$ cat config.mk
export PLATFORM = sky130hd
export DESIGN_NAME = flags_unit
export DESIGN_NICKNAME = d
export VERILOG_FILES = /design/src/rtl/core_pkg.sv /design/src/rtl/flags_stack.sv /design/src/rtl/flags_unit.sv
export SDC_FILE = /design/constraint.sdc
export NUM_CORES = 1
export LEC_CHECK = 0
export BUFFER_PORTS_ARGS = -buffer_cell sky130_fd_sc_hd__clkbuf_2
export CORE_AREA = 2 2 39 41
export CTS_BUF_LIST = sky130_fd_sc_hd__clkbuf_4 sky130_fd_sc_hd__clkbuf_8
export DETAILED_ROUTE_END_ITERATION = 12
export DIE_AREA = 0 0 41 43
export PLACE_DENSITY = 0.76
export SLEW_MARGIN = 20
export SYNTH_ARGS = -nofsm -noshare
export SYNTH_HDL_FRONTEND = slang
export SYNTH_HIERARCHICAL = 1
export SYNTH_SLANG_ARGS = --single-unit
$ cat constraint.sdc
create_clock -name clk -period 0.89 [get_ports clk]
set_input_delay 0.178 -clock clk [delete_from_list [all_inputs] [get_ports clk]]
set_output_delay 0.178 -clock clk [all_outputs]
set_load 0.05 [all_outputs]
$ cat src/rtl/core_pkg.sv
// Shared ALU op-class codes, flag bit positions and flag computation helpers.
// Used by flags_unit, flags_stack and setcc_logic.
package core_pkg;

  localparam logic [2:0] OP_ADD   = 3'b000;
  localparam logic [2:0] OP_SUB   = 3'b001;
  localparam logic [2:0] OP_LOGIC = 3'b010;

  localparam int FLAG_N = 3;
  localparam int FLAG_Z = 2;
  localparam int FLAG_C = 1;
  localparam int FLAG_V = 0;

  typedef logic [3:0] flags_t;

  typedef enum logic [1:0] {
    CLS_ADD,
    CLS_SUB,
    CLS_LOGIC,
    CLS_RSVD
  } op_class_e;

  function automatic op_class_e decode_op(input logic [2:0] op);
    op_class_e cls;
    case (op)
      OP_ADD:   cls = CLS_ADD;
      OP_SUB:   cls = CLS_SUB;
      OP_LOGIC: cls = CLS_LOGIC;
      default:  cls = CLS_RSVD;
    endcase
    return cls;
  endfunction

  function automatic flags_t compute_flags(input op_class_e cls,
                                           input logic [31:0] value,
                                           input logic carry,
                                           input logic a_msb,
                                           input logic b_msb);
    flags_t f;
    f         = '0;
    f[FLAG_N] = value[31];
    f[FLAG_Z] = (value == 32'd0);
    f[FLAG_C] = carry;
    case (cls)
      CLS_ADD: f[FLAG_V] = (a_msb == b_msb) && (value[31] != a_msb);
      CLS_SUB: f[FLAG_V] = (a_msb != b_msb) && (value[31] != a_msb);
      default: f[FLAG_V] = 1'b0;
    endcase
    return f;
  endfunction

  // Only the bits selected by mask take the new value.
  function automatic flags_t merge_flags(input flags_t old_flags,
                                         input flags_t new_flags,
                                         input logic [3:0] mask);
    return (old_flags & ~mask) | (new_flags & mask);
  endfunction

endpackage

$ cat src/rtl/flags_stack.sv
// LIFO of saved flag words: push, pop, push+pop swap, with occupancy counter.
// Storage is not reset; only the occupancy counter is.
module flags_stack
  import core_pkg::*;
#(
  parameter int DEPTH = 4
) (
  input  logic                     clk,
  input  logic                     rst_n,
  input  logic                     push,
  input  logic                     pop,
  input  logic [3:0]               wdata,
  output logic [3:0]               top,
  output logic [$clog2(DEPTH):0]   count,
  output logic                     err
);

  localparam int AW = $clog2(DEPTH);
  localparam logic [AW:0] CNT_MAX = (AW + 1)'(DEPTH);
  localparam logic [AW:0] CNT_ONE = (AW + 1)'(1);

  flags_t      mem [DEPTH];
  logic [AW:0] count_reg;
  logic [AW:0] top_ptr;
  logic        full;
  logic        empty;
  logic        do_push;
  logic        do_pop;
  logic        do_swap;

  assign full    = (count_reg == CNT_MAX);
  assign empty   = (count_reg == '0);
  assign top_ptr = count_reg - CNT_ONE;

  // A swap needs an existing top entry; against an empty stack it is a failed pop.
  assign do_push = push && !pop && !full;
  assign do_pop  = pop && !push && !empty;
  assign do_swap = push && pop && !empty;
  assign err     = (push && !pop && full) || (pop && empty);

  assign top   = mem[top_ptr[AW-1:0]];
  assign count = count_reg;

  always_ff @(posedge clk) begin
    if (do_push) begin
      mem[count_reg[AW-1:0]] <= wdata;
    end else if (do_swap) begin
      mem[top_ptr[AW-1:0]] <= wdata;
    end
  end

  always_ff @(posedge clk or negedge rst_n) begin
    if (!rst_n) begin
      count_reg <= '0;
    end else if (do_push) begin
      count_reg <= count_reg + CNT_ONE;
    end else if (do_pop) begin
      count_reg <= count_reg - CNT_ONE;
    end
  end

endmodule

$ cat src/rtl/flags_unit.sv
// Condition-flag register {N,Z,C,V} with masked ALU updates and an optional
// save/restore stack, included only when FLAGS_UNIT_STACK_EN is defined.
module flags_unit
  import core_pkg::*;
#(
  parameter int STACK_DEPTH = 4
) (
  input  logic        clk,
  input  logic        rst_n,
  input  logic        res_valid,
  output logic        res_ready,
  input  logic [2:0]  res_op,
  input  logic [31:0] res_value,
  input  logic        res_carry,
  input  logic        res_a_msb,
  input  logic        res_b_msb,
  input  logic [3:0]  update_mask,
  input  logic        push,
  input  logic        pop,
  output logic [3:0]  current_flags,
  output logic        stack_full,
  output logic        stack_empty,
  output logic        err_sticky
);

  flags_t    flags_reg;
  flags_t    flags_next;
  flags_t    alu_flags;
  flags_t    stack_top;
  op_class_e op_class;
  logic      err_reg;
  logic      accept;
  logic      op_ok;
  logic      stack_load;
  logic      stack_err;

`ifdef FLAGS_UNIT_STACK_EN
  localparam int CW = $clog2(STACK_DEPTH) + 1;

  logic [CW-1:0] occupancy;

  flags_stack #(
    .DEPTH (STACK_DEPTH)
  ) u_stack (
    .clk   (clk),
    .rst_n (rst_n),
    .push  (push),
    .pop   (pop),
    .wdata (flags_reg),
    .top   (stack_top),
    .count (occupancy),
    .err   (stack_err)
  );

  assign stack_full  = (occupancy == CW'(STACK_DEPTH));
  assign stack_empty = (occupancy == '0);
  // Covers both plain pop and swap; the stack writes the pre-update flags.
  assign stack_load  = pop && !stack_empty;
  assign res_ready   = !pop;
`else
  logic unused_stack_in;
  assign unused_stack_in = ^{push, pop, 5'(STACK_DEPTH)};
  assign stack_top   = '0;
  assign stack_err   = 1'b0;
  assign stack_load  = 1'b0;
  assign stack_full  = 1'b0;
  assign stack_empty = 1'b1;
  assign res_ready   = 1'b1;
`endif

  assign op_class  = decode_op(res_op);
  assign op_ok     = (op_class != CLS_RSVD);
  assign accept    = res_valid && res_ready;
  assign alu_flags = compute_flags(op_class, res_value, res_carry, res_a_msb, res_b_msb);

  always_comb begin
    flags_next = flags_reg;
    if (stack_load) begin
      flags_next = stack_top;
    end else if (accept && op_ok) begin
      flags_next = merge_flags(flags_reg, alu_flags, update_mask);
    end
  end

  always_ff @(posedge clk or negedge rst_n) begin
    if (!rst_n) begin
      flags_reg <= '0;
      err_reg   <= 1'b0;
    end else begin
      flags_reg <= flags_next;
      if ((accept && !op_ok) || stack_err) begin
        err_reg <= 1'b1;
      end
    end
  end

  assign current_flags = flags_reg;
  assign err_sticky    = err_reg;

endmodule

# Word level (Yosys, flattened, before mapping)
# Cells that the tools add are included.
# W data, S select, Z words.
[classes] n_addsub=0 multipliers=0 div_mod_pow=0 magnitude_cmp=0 n_eq_ne=7 n_shift=0 muxes=2 bitwise=4 n_reduce_logical=8
[ops] operator="$logic_not A32 Y1" n=1
[ops] operator="$and A4 B4 Y4" n=2
[ops] operator="$pmux W2 S3" n=1
[ops] operator="$logic_and A1 B1 Y1" n=4
[ops] operator="$not A4 Y4" n=1
[ops] operator="$or A4 B4 Y4" n=1
[ops] operator="$eq A3 B1 Y1 const B" n=1
[ops] operator="$eq A3 B2 Y1 const B" n=1
[ops] operator="$logic_not A3 Y1" n=1
[ops] operator="$eq A2 B1 Y1 const B" n=1
[ops] operator="$logic_not A2 Y1" n=1
[ops] operator="$ne A1 B1 Y1" n=2
[ops] operator="$ne A2 B2 Y1 const B" n=1
[ops] operator="$pmux W1 S2" n=1
[ops] operator="$eq A1 B1 Y1" n=1
[ops] operator="$logic_not A1 Y1" n=1
[totals] regBits=5 latch_bits=0 ramBits=0 mem_bits_ro=0 input_bits=47 output_inout_bits=8 wordCells=23 n_memories=0

# Longest topological paths before layout
[logic_depth] word_depth=6 depth_mapped=3 mapped_depth_nobuf=3

# Least setup slack after synthesis
# OpenSTA, ideal clock, no wires.
[synth_path] path_type="register to register" startpoint="reg (tool-made name)" endpoint="reg (tool-made name)" setup_ns=0.125 t_arrival_ns=0.866 t_required_ns=0.765 slack_ns=-0.100 path_stages_with_launch=2 n_path_buf=0 path_cell_list="dfrtp_1 mux2_2"

==> impl_metrics.tcl <==
set metrics [dict create \
    run_status "complete, but fails checks" \
    violations "negative setup slack" \
    clk_pin_slew_ps 40 \
    drv_cap 0 \
    synth_seq_cells 5 \
    start_util 0.265 \
    worst-endpoint-required_ps 710 \
    fillCellCount 144 \
    cp-end-kind "primary output" \
    multi_input_area_um2 215 \
    hold_viol 0 \
    synth_fa_ha_area_frac 0 \
    grt_max_degree 7 \
    h-tree-depth 1 \
    async_reset_ff_frac 1.00 \
    slew_violations 0 \
    nNetsFinal 144 \
    wirelength_um 1190 \
    pin_count 55 \
    vias_per_cell 4.67 \
    hpwl_um 1060 \
    antenna_left 0 \
    cpMaxStageDelayCell "dfrtp_2" \
    cts_sinks 5 \
    setup_slack_ps -90.8 \
    synth_compound_area_frac 0.174 \
    wl_per_cell_um 10.6 \
    hp-start "res_carry" \
    routabilityCongestion 0.719 \
    skew_ps 0 \
    drc 0 \
    yosys.area.top_type "dfrtp_1" \
    clk_latency_ps 240 \
    hold_class "in -> reg" \
    syn_area_per_cell_um2 9.17 \
    p_sw_frac 0.317 \
    path_class "reg -> out" \
    period_share 1.10 \
    power_mw 0.945 \
    die_w_um 41 \
    yosys.area_share.simple 0.259 \
    synth_top_family_by_area "simple AND/OR/NAND/NOR gates" \
    antenna_found_initial 0 \
    via_count 523 \
    ys_types 16 \
    worst-path-buf-inv 1 \
    grt_pass1_wl_um 1800 \
    p_seq_frac 0.291 \
    holdPathStages 2 \
    drt_iter0_drc 2 \
    rrSetupSlack_ps -20 \
    synth_cells 40 \
    synth_area_um2 367 \
    rsz0062_at_grt "true" \
    drive_above_1_share 0.688 \
    ys_seq_area_frac 0.341 \
    setup_viol 6 \
    switchingPower_mw 0.300 \
    critPathArrivalTime_ps 800 \
    powerDensity_nw_per_um2 1270 \
    reg2reg_depth 2 \
    cts_inserted_buffers 3 \
    place_area_um2 637 \
    synth_top_area_frac 0.341 \
    portBuffers 49 \
    first_global_vias 505 \
    p_leak_nw 0.398 \
    worstPathMaxFanout 2 \
    worstPathCellList "buf_8" \
    slowest_delay_ps 410 \
    whs_ps 177 \
    final_area_um2 742 \
    p_int_mw 0.645 \
    synth.area.mux_share 0.0887 \
    core_area_um2 1380 \
    yosysWarnings 6 \
    die_area_um2 1760 \
    synth_edf_count 0 \
    crit_path_start_kind "register" \
    min_period_ps 981 \
    chipHeight_um 43 \
    overflow 0 \
    max_freq_ghz 1.02 \
    cpLargestDelayFamily "flip-flops" \
    synth-xor-area-share 0.0239 \
    n_antenna_cell 0 \
    path_depth 1 \
    seq_area_um2 130 \
    ys.flop_type "dfrtp_1" \
    synth.area.top_cells "dfrtp_1 34%, nor4_1 14%, buf_4 6.1%, mux2_2 6.1%, o31ai_1 6.1%" \
    combPwrFrac 0.405 \
    drt-pass1-iter-count 2 \
    area_growth_pct 102 \
    peakVddDrop_uv 787 \
    netlist_top_cells_count "8 x nor4_1, 5 x dfrtp_1, 4 x nand3_1" \
    cts_root_buf "clkbuf_4" \
    synth_most_common_cell "nor4_1" \
    cts_tree "yes" \
    rows 14 \
    grt_usage 0.152 \
    clockBufferDepth 2 \
    p_clk_frac 0.304 \
]
[final cells by class]
cell class / count / share of cell area
sequential: 5 / 0.175
timing repair buffer: 54 / 0.452
tap: 16 / 0.0270
multi-input combinational: 30 / 0.290
clock buffer: 4 / 0.0405
inverter: 3 / 0.0152
[cell families (layout without fill, tap and decap cells)]
logic type,Yosys count,count (layout)
AO/OA/AOI/OAI,7,7
XOR/XNOR,1,1
buffers and inverters,6,61
flip-flops,5,5
multiplexers,3,3
other,2,3
AND/OR/NAND/NOR,16,16
[what timing repair did]
item	4_1_cts	5_1_grt
cloned	0	0
resized for setup	10	5
hold buffers	1	0
setup buffers	0	2
setup endpoints to repair	5	5
pin swaps	0	0
hold endpoints to repair	5	0
[metrics by stage]
step                TNS, ps  setup slack (ps)  cells   util
finish                 -450             -90.8    112  0.536
global route           -605              -117    112  0.536
CTS                    -555              -117    110  0.521
detailed placement     -639              -180    105  0.460
global placement       -521              -157    105  0.460
floorplan             -24.2             -14.3     41      -
[cells in the final DEF (no fill, tap or decap), types with 2 or more instances in the layout]
master and instances:
buf_4 4, buf_8 5, clkbuf_2 44, clkbuf_4 4, conb_1 3, dfrtp_2 4
inv_1 3, nand3_1 4, nand4_1 2, nor2b_1 2, nor4_1 8, o31ai_1 3
[worst max-delay path by stage]
stage               startpoint          endpoint
floorplan             register          register
global placement     res_op[1]          register
detailed placement   res_op[1]          register
CTS                   register  current_flags[2]
global route          register  current_flags[3]
finish                register  current_flags[0]
[metal layers]
layer	vias up	routed length (µm)	GRT usage
li1	261	-	-
met1	232	384	0.144
met2	30	687	0.272
met3	0	115	0.0681
met4	0	0	0.0400
met5	-	0	0
[worst register-to-register path, stage by stage, from the launching register on]
cell     delay (ps)
dfrtp_2         410
buf_4           130
mux2_4          250
[power groups by stage]
stage               logic, mW  registers (mW)  clock network, mW
detailed placement      0.321           0.270                  0
finish                  0.382           0.275              0.287
global route            0.411           0.279              0.318
CTS                     0.361           0.270              0.305
floorplan              0.0993           0.351                  0
global placement        0.314           0.269                  0
Note: power is estimated with default switching activity, not from simulation.
